===== src/rtl/tcas_dmsp_pkg.sv =====
// Shared types and constants for the TCAS DMSP pulse-detection path.
package tcas_dmsp_pkg;

  localparam int SAMPLE_W = 20;
  localparam int MAG_W    = 19;
  localparam logic [MAG_W-1:0] MAG_MAX = {MAG_W{1'b1}};

  typedef enum logic [1:0] {
    IDLE     = 2'd0,
    ACTIVE   = 2'd1,
    OVERLONG = 2'd2,
    HOLDOFF  = 2'd3
  } pd_state_t;

  function automatic logic [15:0] sat_inc16(input logic [15:0] v);
    return (v == 16'hFFFF) ? v : v + 16'd1;
  endfunction

endpackage


===== src/rtl/tcas_abs_sat.sv =====
// Registered absolute value of a signed FIR sample, saturated to the magnitude width.
module tcas_abs_sat
  import tcas_dmsp_pkg::*;
(
  input  logic                       clk,
  input  logic                       reset,
  input  logic signed [SAMPLE_W-1:0] din,
  output logic        [MAG_W-1:0]    mag
);

  logic [SAMPLE_W-1:0] neg;
  logic                is_most_neg;

  assign neg         = ~din + SAMPLE_W'(1);
  // The most negative code has no positive counterpart; clamp it to full scale.
  assign is_most_neg = (din == {1'b1, {MAG_W{1'b0}}});

  always_ff @(posedge clk) begin
    if (reset) begin
      mag <= '0;
    end else if (is_most_neg) begin
      mag <= MAG_MAX;
    end else if (din[SAMPLE_W-1]) begin
      mag <= neg[MAG_W-1:0];
    end else begin
      mag <= din[MAG_W-1:0];
    end
  end

endmodule


===== src/rtl/tcas_pulse_detector.sv =====
// Hysteresis pulse detector on rectified FIR output; emits start/width/peak per qualified pulse.
module tcas_pulse_detector
  import tcas_dmsp_pkg::*;
#(
  parameter int MIN_W = 6,
  parameter int MAX_W = 16,
  parameter int HOLD  = 4,
  parameter int TSW   = 32,
  parameter int CW    = 8
) (
  input  logic                       clk,
  input  logic                       reset,
  input  logic signed [SAMPLE_W-1:0] data_input,
  input  logic        [MAG_W-1:0]    thr_on,
  input  logic        [MAG_W-1:0]    thr_off,
  output logic                       pulse_valid,
  output logic        [TSW-1:0]      pulse_start,
  output logic        [CW-1:0]       pulse_width,
  output logic        [MAG_W-1:0]    pulse_peak,
  output logic        [15:0]         reject_cnt,
  output logic                       busy
);

  localparam int HW = (HOLD > 1) ? $clog2(HOLD) : 1;

  pd_state_t         state, state_n;
  logic [TSW-1:0]    ts, ts_d;
  logic [MAG_W-1:0]  mag;
  logic [MAG_W-1:0]  thr_off_q, thr_off_n;
  logic [TSW-1:0]    start_q, start_n;
  logic [CW-1:0]     width_q, width_n;
  logic [MAG_W-1:0]  peak_q, peak_n;
  logic [HW-1:0]     hold_cnt, hold_n;
  logic              valid_n;
  logic [TSW-1:0]    out_start_n;
  logic [CW-1:0]     out_width_n;
  logic [MAG_W-1:0]  out_peak_n;
  logic [15:0]       reject_n;

  tcas_abs_sat u_abs_sat (
    .clk   (clk),
    .reset (reset),
    .din   (data_input),
    .mag   (mag)
  );

  // ts_d pairs each magnitude with the timestamp of the sample it came from.
  always_ff @(posedge clk) begin
    if (reset) begin
      ts   <= '0;
      ts_d <= '0;
    end else begin
      ts   <= ts + TSW'(1);
      ts_d <= ts;
    end
  end

  always_comb begin
    state_n     = state;
    thr_off_n   = thr_off_q;
    start_n     = start_q;
    width_n     = width_q;
    peak_n      = peak_q;
    hold_n      = hold_cnt;
    valid_n     = 1'b0;
    out_start_n = pulse_start;
    out_width_n = pulse_width;
    out_peak_n  = pulse_peak;
    reject_n    = reject_cnt;
    unique case (state)
      IDLE: begin
        if (mag >= thr_on) begin
          state_n   = ACTIVE;
          thr_off_n = thr_off;
          start_n   = ts_d;
          width_n   = CW'(1);
          peak_n    = mag;
        end
      end
      ACTIVE: begin
        if (mag > thr_off_q) begin
          if (width_q >= CW'(MAX_W)) begin
            state_n  = OVERLONG;
            reject_n = sat_inc16(reject_cnt);
          end else begin
            width_n = width_q + CW'(1);
            if (mag > peak_q) peak_n = mag;
          end
        end else begin
          if (width_q >= CW'(MIN_W)) begin
            valid_n     = 1'b1;
            out_start_n = start_q;
            out_width_n = width_q;
            out_peak_n  = peak_q;
          end else begin
            reject_n = sat_inc16(reject_cnt);
          end
          if (HOLD == 0) begin
            state_n = IDLE;
          end else begin
            state_n = HOLDOFF;
            hold_n  = HW'(HOLD - 1);
          end
        end
      end
      OVERLONG: begin
        if (mag <= thr_off_q) begin
          if (HOLD == 0) begin
            state_n = IDLE;
          end else begin
            state_n = HOLDOFF;
            hold_n  = HW'(HOLD - 1);
          end
        end
      end
      HOLDOFF: begin
        if (hold_cnt == '0) state_n = IDLE;
        else                hold_n  = hold_cnt - HW'(1);
      end
      default: state_n = IDLE;
    endcase
  end

  always_ff @(posedge clk) begin
    if (reset) begin
      state       <= IDLE;
      thr_off_q   <= '0;
      start_q     <= '0;
      width_q     <= '0;
      peak_q      <= '0;
      hold_cnt    <= '0;
      pulse_valid <= 1'b0;
      pulse_start <= '0;
      pulse_width <= '0;
      pulse_peak  <= '0;
      reject_cnt  <= '0;
      busy        <= 1'b0;
    end else begin
      state       <= state_n;
      thr_off_q   <= thr_off_n;
      start_q     <= start_n;
      width_q     <= width_n;
      peak_q      <= peak_n;
      hold_cnt    <= hold_n;
      pulse_valid <= valid_n;
      pulse_start <= out_start_n;
      pulse_width <= out_width_n;
      pulse_peak  <= out_peak_n;
      reject_cnt  <= reject_n;
      busy        <= (state_n != IDLE);
    end
  end

endmodule

===== config.mk =====
export PLATFORM = sky130hd
export DESIGN_NAME = tcas_pulse_detector
export DESIGN_NICKNAME = d
export VERILOG_FILES = /design/src/rtl/tcas_dmsp_pkg.sv /design/src/rtl/tcas_abs_sat.sv /design/src/rtl/tcas_pulse_detector.sv
export SDC_FILE = /design/constraint.sdc
export NUM_CORES = 1
export LEC_CHECK = 0
export ABC_AREA = 1
export BUFFER_PORTS_ARGS = -buffer_cell sky130_fd_sc_hd__buf_4
export CORE_ASPECT_RATIO = 1.2
export CORE_MARGIN = 2
export CORE_UTILIZATION = 45
export DETAILED_ROUTE_END_ITERATION = 16
export MAX_ROUTING_LAYER = met4
export PLACE_DENSITY = 0.71
export SLEW_MARGIN = 0
export SYNTH_ARGS = -nofsm -noshare
export SYNTH_HDL_FRONTEND = slang
export SYNTH_SLANG_ARGS = --single-unit

===== constraint.sdc =====
create_clock -name clk -period 2.3 [get_ports clk]
set_clock_uncertainty 0.15 [all_clocks]
set_input_delay 0.345 -clock clk [delete_from_list [all_inputs] [get_ports clk]]
set_output_delay 0.345 -clock clk [all_outputs]
set_load 0.02 [all_outputs]

# After elaboration in Yosys (flattened, before gate mapping)
# Index checks and enable logic that the tools add are counted.
[totals]
reg_bits = 242
latch_bits = 0
ram_bits = 0
rom_bits = 0
in_bits = 60
output_inout_bits = 77
word_cells = 81
mem_count = 0
[classes]
addsub = 5
multipliers = 0
div_mod_pow = 0
n_lt_le_gt_ge = 6
n_eq_ne = 14
shifts = 0
n_mux = 26
bitwise_logic = 3
reduce_logical = 12
[op_table]
columns = ["operator", "n"]
rows = [
  ["2-to-1 mux 19 bit", 6],
  ["2-to-1 mux 16 bit", 4],
  ["> comparator 19 bit", 2],
  ["one-hot mux 19 bit (2 select lines)", 1],
  ["adder 32 x 1 -> 32 bit (second input constant)", 1],
  ["2-to-1 mux 8 bit", 3],
  ["== test 20 bit (second input constant)", 1],
  ["adder 19 x 2 -> 19 bit (second input constant)", 1],
  ["greater-or-equal comparator 19 bit", 1],
  ["less-or-equal comparator 19 bit", 1],
  ["NOT 19 bit", 1],
  ["adder 16 x 1 -> 16 bit (second input constant)", 1],
  ["== test 16 bit (second input constant)", 1],
  ["2-to-1 mux 2 bit", 8],
  ["inequality test 2 bit (second input constant)", 8],
  ["one-hot mux 8 bit (2 select lines)", 1],
  ["adder 8 x 1 -> 8 bit (second input constant)", 1],
  ["greater-or-equal comparator 8 x 3 -> 1 bit (second input constant)", 1],
  ["greater-or-equal comparator 8 x 5 -> 1 bit (second input constant)", 1],
  ["one-hot mux 2 bit (4 select lines)", 1],
  ["AND reduction 4 bit", 2],
  ["one-hot mux 2 bit (3 select lines)", 1],
  ["AND reduction 3 bit", 2],
  ["AND reduction 5 bit", 1],
  ["other kinds (11)", 15],
]

# Longest topological paths before layout
[logic_depth]
word_depth = 5
mapped_depth = 18
depth_no_buf = 17

# By module
# From an unflattened synthesis, not the netlist that was laid out.
[unflattened]
cells_unflattened = 1521
area_unflattened_um2 = 11360.9
[modules_own_cells]
columns = ["mod", "instances", "cells_each", "area_per_inst_um2", "seq_area_each_um2"]
rows = [
  ["tcas_pulse_detector", 1, 1362, 10283.6, 4464.3],
  ["tcas_abs_sat", 1, 159, 1077.3, 380.4],
]

# Worst setup path after synthesis
# OpenSTA, ideal clock, no wires.
[synth_timing]
path_type = "input-to-reg"
startpoint = "input thr_on[18]"
endpoint = "register peak_q[11]"
t_arrival_ns = 1.847
setup_slack_ns = 0.162
stages = 16
path_cell_list = "inv_1 -> ha_1 -> nand2_1 -> nor2_2 -> nand2_1 -> nor2_2 -> inv_1 -> nor2_2 -> nor2_2 -> nand3_4 -> nand2_4 -> nand2_4 -> nand2_2 -> buf_2 -> nand2_1 -> a21oi_2"
[synth_via]
elab_chain_cells = 3
[synth_rtl]
columns = ["element", "line", "source"]
rows = [
  ["from (decl)", "tcas_pulse_detector.sv:14", "input logic [MAG_W-1:0] thr_on,"],
  ["greater-or-equal comparator 19 bit", "tcas_pulse_detector.sv:72", "if (mag >= thr_on) begin"],
  ["inequality test 2 bit (no line)", "--", ""],
  ["AND reduction 5 bit (no line)", "--", ""],
  ["to (signal assigned)", "tcas_pulse_detector.sv:143", "peak_q <= peak_n;"],
  ["to (decl)", "tcas_pulse_detector.sv:32", "logic [MAG_W-1:0] peak_q, peak_n;"],
]
# Every way passes these cells.
# A chain may end at the register's enable or synchronous reset.

# Worst setup path in the final report
[layout_timing]
startpoint = "register thr_off_q[8]"
endpoint = "register pulse_start[27]"
[layout_via]
elab_chain_cells = 3
[layout_rtl]
columns = ["element", "line", "source"]
rows = [
  ["from (decl)", "tcas_pulse_detector.sv:29", "logic [MAG_W-1:0] thr_off_q, thr_off_n;"],
  ["from (signal assigned)", "tcas_pulse_detector.sv:140", "thr_off_q <= thr_off_n;"],
  ["> comparator 19 bit", "tcas_pulse_detector.sv:81", "if (mag > thr_off_q) begin"],
  ["NOT 1 bit (no line)", "--", ""],
  ["AND reduction 3 bit (no line)", "--", ""],
  ["to (signal assigned)", "tcas_pulse_detector.sv:146", "pulse_start <= out_start_n;"],
  ["to (decl)", "tcas_pulse_detector.sv:17", "output logic [TSW-1:0] pulse_start,"],
]
# Every way passes these cells.

==> impl_metrics.tcl <==
set metrics [dict create \
    die_w_um 148 \
    synth.area.top_cells "dfxtp_1 (44%), ha_1 (7.1%), nor2_1 (6.7%)" \
    internal-power_mw 7.83 \
    grt_pass1_vias 9708 \
    clock.fmax_mhz 421 \
    root_buffer "clkbuf_16" \
    yosys.area_share.simple_pct 23.7 \
    power.share.switching_pct 30.9 \
    hold_class "in -> reg" \
    core_um2 24500 \
    initial_core_util_pct 45.4 \
    period_share_pct 103 \
    synth-seq-cells 242 \
    synth_common_cells "dfxtp_1 (242), nor2_1 (198), nand2_1 (197)" \
    place_congestion 0.902 \
    syn_to_final_growth_pct 34.1 \
    synth_cell_types 44 \
    drc 0 \
    ys_warn_count 0 \
    dp_slack_ns -0.122 \
    violations "hold timing, setup timing" \
    finalCriticalPeriod_ns 2.37 \
    fin_total_pwr_mw 11.3 \
    path_cells "inv_2 -> ha_4 -> nand2_4 -> nor2_4 -> nand3_2 -> inv_2 -> nand4_1 -> buf_4 -> nand2_4 -> nand2_4 -> nor2_4 -> buf_12 -> inv_8 -> clkbuf_16 -> nor2_2 -> nor2_1" \
    grt_usage_pct 21.6 \
    layout-drive-gt1-share_pct 26.4 \
    max-slew-margin-rel_pct 56.2 \
    vias 10485 \
    synth_nets 1587 \
    wl_met2_mm 15.5 \
    cp_slowest_cell "dfxtp_2" \
    yosysTopAreaCell "dfxtp_1" \
    synth_top_family_by_area "simple AND/OR/NAND/NOR gates" \
    route.met3.wl_mm 1.29 \
    crit_family "simple AND/OR/NAND/NOR gates" \
    wirelength_mm 30.8 \
    antenna_left 0 \
    avgSynthCellArea_um2 7.60 \
    post_drt_wl_per_cell_um 15.4 \
    yosysTopAreaCellShare_pct 43.6 \
    cts.sinks 242 \
    numCtsBuffers 25 \
    start_kind "register" \
    end_kind "register" \
    rsz0062_at_grt "yes" \
    synthArstFlopShare_pct 0 \
    cp_common_cell "nand2_4" \
    path_max_fanout 8 \
    pwr-share-seq_pct 40.3 \
    fin_ws_ns -0.0742 \
    insertion_delay_ns 0.53 \
    vias_per_cell 5.24 \
    syn_area_um2 11100 \
    finalHoldViolations 1 \
    worst_pin_slew_ns 0.658 \
    slowest_delay_ns 0.32 \
    grt_overflow_total 0 \
    critical_path_class "reg -> reg" \
    clkPwrFrac_pct 35.4 \
    synthMuxAreaShare_pct 0 \
    ctsLongestPathBuffers 3 \
    diodes 0 \
    synth-compound-area-share_pct 14.2 \
    setup_violations 66 \
    crit_buf_inv 6 \
    dr.pass1.iters 5 \
    synth.most_common_cell "dfxtp_1" \
    io-pin-count 137 \
    synth_edf_count 0 \
    final_nets 1780 \
    leakage_nw 6.28 \
    status "finished, violations left" \
    p_comb_share_pct 24.3 \
    antenna_found_initial 0 \
    top_layer "met4" \
    dp_hpwl_mm 20.0 \
    p_switching_mw 3.50 \
    die-area_um2 26000 \
    hold_slack_ns -0.00884 \
    syn_inst 1464 \
    drt_iter0_markers 523 \
    cap_violations 0 \
    slew_violations 0 \
    grt_max_degree 139 \
    worstPathArrival_ns 2.63 \
    ys_seq_area_share_pct 43.6 \
    synthXorXnorAreaFrac_pct 2.83 \
    cts_tree "done" \
    critPathRequiredTime_ns 2.56 \
    ys.flop_type "dfxtp_1" \
    h-tree-depth 1 \
    p_per_area_nw_per_um2 759 \
    die_y_um 176 \
    clkSlewWorstSetupHoldPaths_ns 0.06 \
    synth_adder_area_share_pct 7.09 \
    fin_util_pct 60.8 \
    port_buffers 136 \
    grt_pass1_wl_mm 45.5 \
    vdd_ir_drop_max_mv 0.566 \
    wirelength_met1_mm 13.0 \
    rows 63 \
]
[cell usage in the layout, fill, tap and decap left out, types with 16 or more instances in the layout]
cell           netlist  final
nor2_1             198    159
a21oi_2             11     23
nand2_1            197    182
o21ai_0            107     79
xor2_1              28     28
nand3_1             97     91
dlygate4sd3_1        0     22
a21oi_1            147    134
o21ai_1              1     26
nor2_4               2     17
inv_1              169    154
buf_4                1    172
nor2_2               9     33
dfxtp_1            242    219
ha_1                63     47
inv_2                4     19
dfxtp_2              0     20
nor3_1              30     29
clkbuf_16            0     31
ha_4                 0     16
[per-layer routing]
metal / vias up / GRT usage (%)
li1: 5168 / -
met4: 0 / 5.85
met5: - / -
met2: 265 / 38.6
met1: 4979 / 25.9
met3: 73 / 2.22
[worst paths after layout]
| check | from | endpoint | slack, ns | depth (start not counted) |
|---|---|---|---|---|
| max | thr_off_q[8]$_SDFFE_PP0P_ | pulse_start[27]$_SDFFE_PP0P_ | -0.07 | 16 |
| max reg2reg | thr_off_q[8]$_SDFFE_PP0P_ | pulse_start[27]$_SDFFE_PP0P_ | -0.07 | 16 |
| min reg2reg | ts[31]$_SDFF_PP0_ | ts_d[31]$_SDFF_PP0_ | 0.29 | 2 |
| min | thr_off[5] | thr_off_q[5]$_SDFFE_PP0P_ | -0.009 | 3 |
[stage by stage]
step,instances,cell area [um2],TNS (ns)
2_1_floorplan,1464,11100,0
3_3_place_gp,1919,12800,-1.60
3_5_place_dp,1919,12800,-4.91
4_1_cts,1987,13900,0
5_1_grt,2001,14900,-14.47
6_report,2001,14900,-1.60
[worst register-to-register path, cell delays in order, from the launching register on]
cell	delay, ns
dfxtp_2	0.32
inv_2	0.05
ha_4	0.28
nand2_4	0.05
nor2_4	0.14
nand3_2	0.09
inv_2	0.08
nand4_1	0.10
buf_4	0.18
nand2_4	0.09
nand2_4	0.06
nor2_4	0.14
buf_12	0.15
inv_8	0.05
clkbuf_16	0.17
nor2_2	0.10
nor2_1	0.05
[power groups by stage]
stage	logic [mW]	registers [mW]	clock network, mW
after global placement	2.05	4.61	0
final	2.75	4.56	4.01
after CTS	2.17	4.53	4.09
after floorplan	1.39	4.60	0
after global routing	3.00	4.58	4.27
after detailed placement	2.10	4.62	0
[flip-flops by register name, summed over array words and instances, names as in the netlist, 16 cells and up]
signal         count
ts                32
u_abs_sat.mag     19
reject_cnt        16
pulse_start       32
start_q           32
pulse_peak        19
ts_d              32
thr_off_q         19
peak_q            19
[final cells by class]
| class | instances | area [um2] |
|---|---|---|
| Inverter | 174 | 661 |
| Tap cell | 325 | 407 |
| Timing Repair Buffer | 230 | 2120 |
| Clock inverter | 11 | 93.8 |
| Sequential cell | 242 | 4880 |
| Fill cell | 2127 | 9600 |
| Clock buffer | 35 | 733 |
| Multi-Input combinational cell | 984 | 6020 |
[cells by family after synthesis]
| kind of cell | after synthesis |
|---|---|
| simple gates | 590 |
| flops | 242 |
| buf+inv | 239 |
| fa+ha+maj | 63 |
| xor+xnor | 36 |
| compound gates | 294 |
[repair_timing]
action / 4_1_cts / 5_1_grt
setup buffers: 0 / 4
hold endpoints to repair: 21 / 0
resized for setup: 10 / 221
setup endpoints to repair: 98 / 161
pin swaps: 1 / 42
hold buffers: 22 / 0
cloned: 0 / 10
Power figures use the tool's default switching activity.
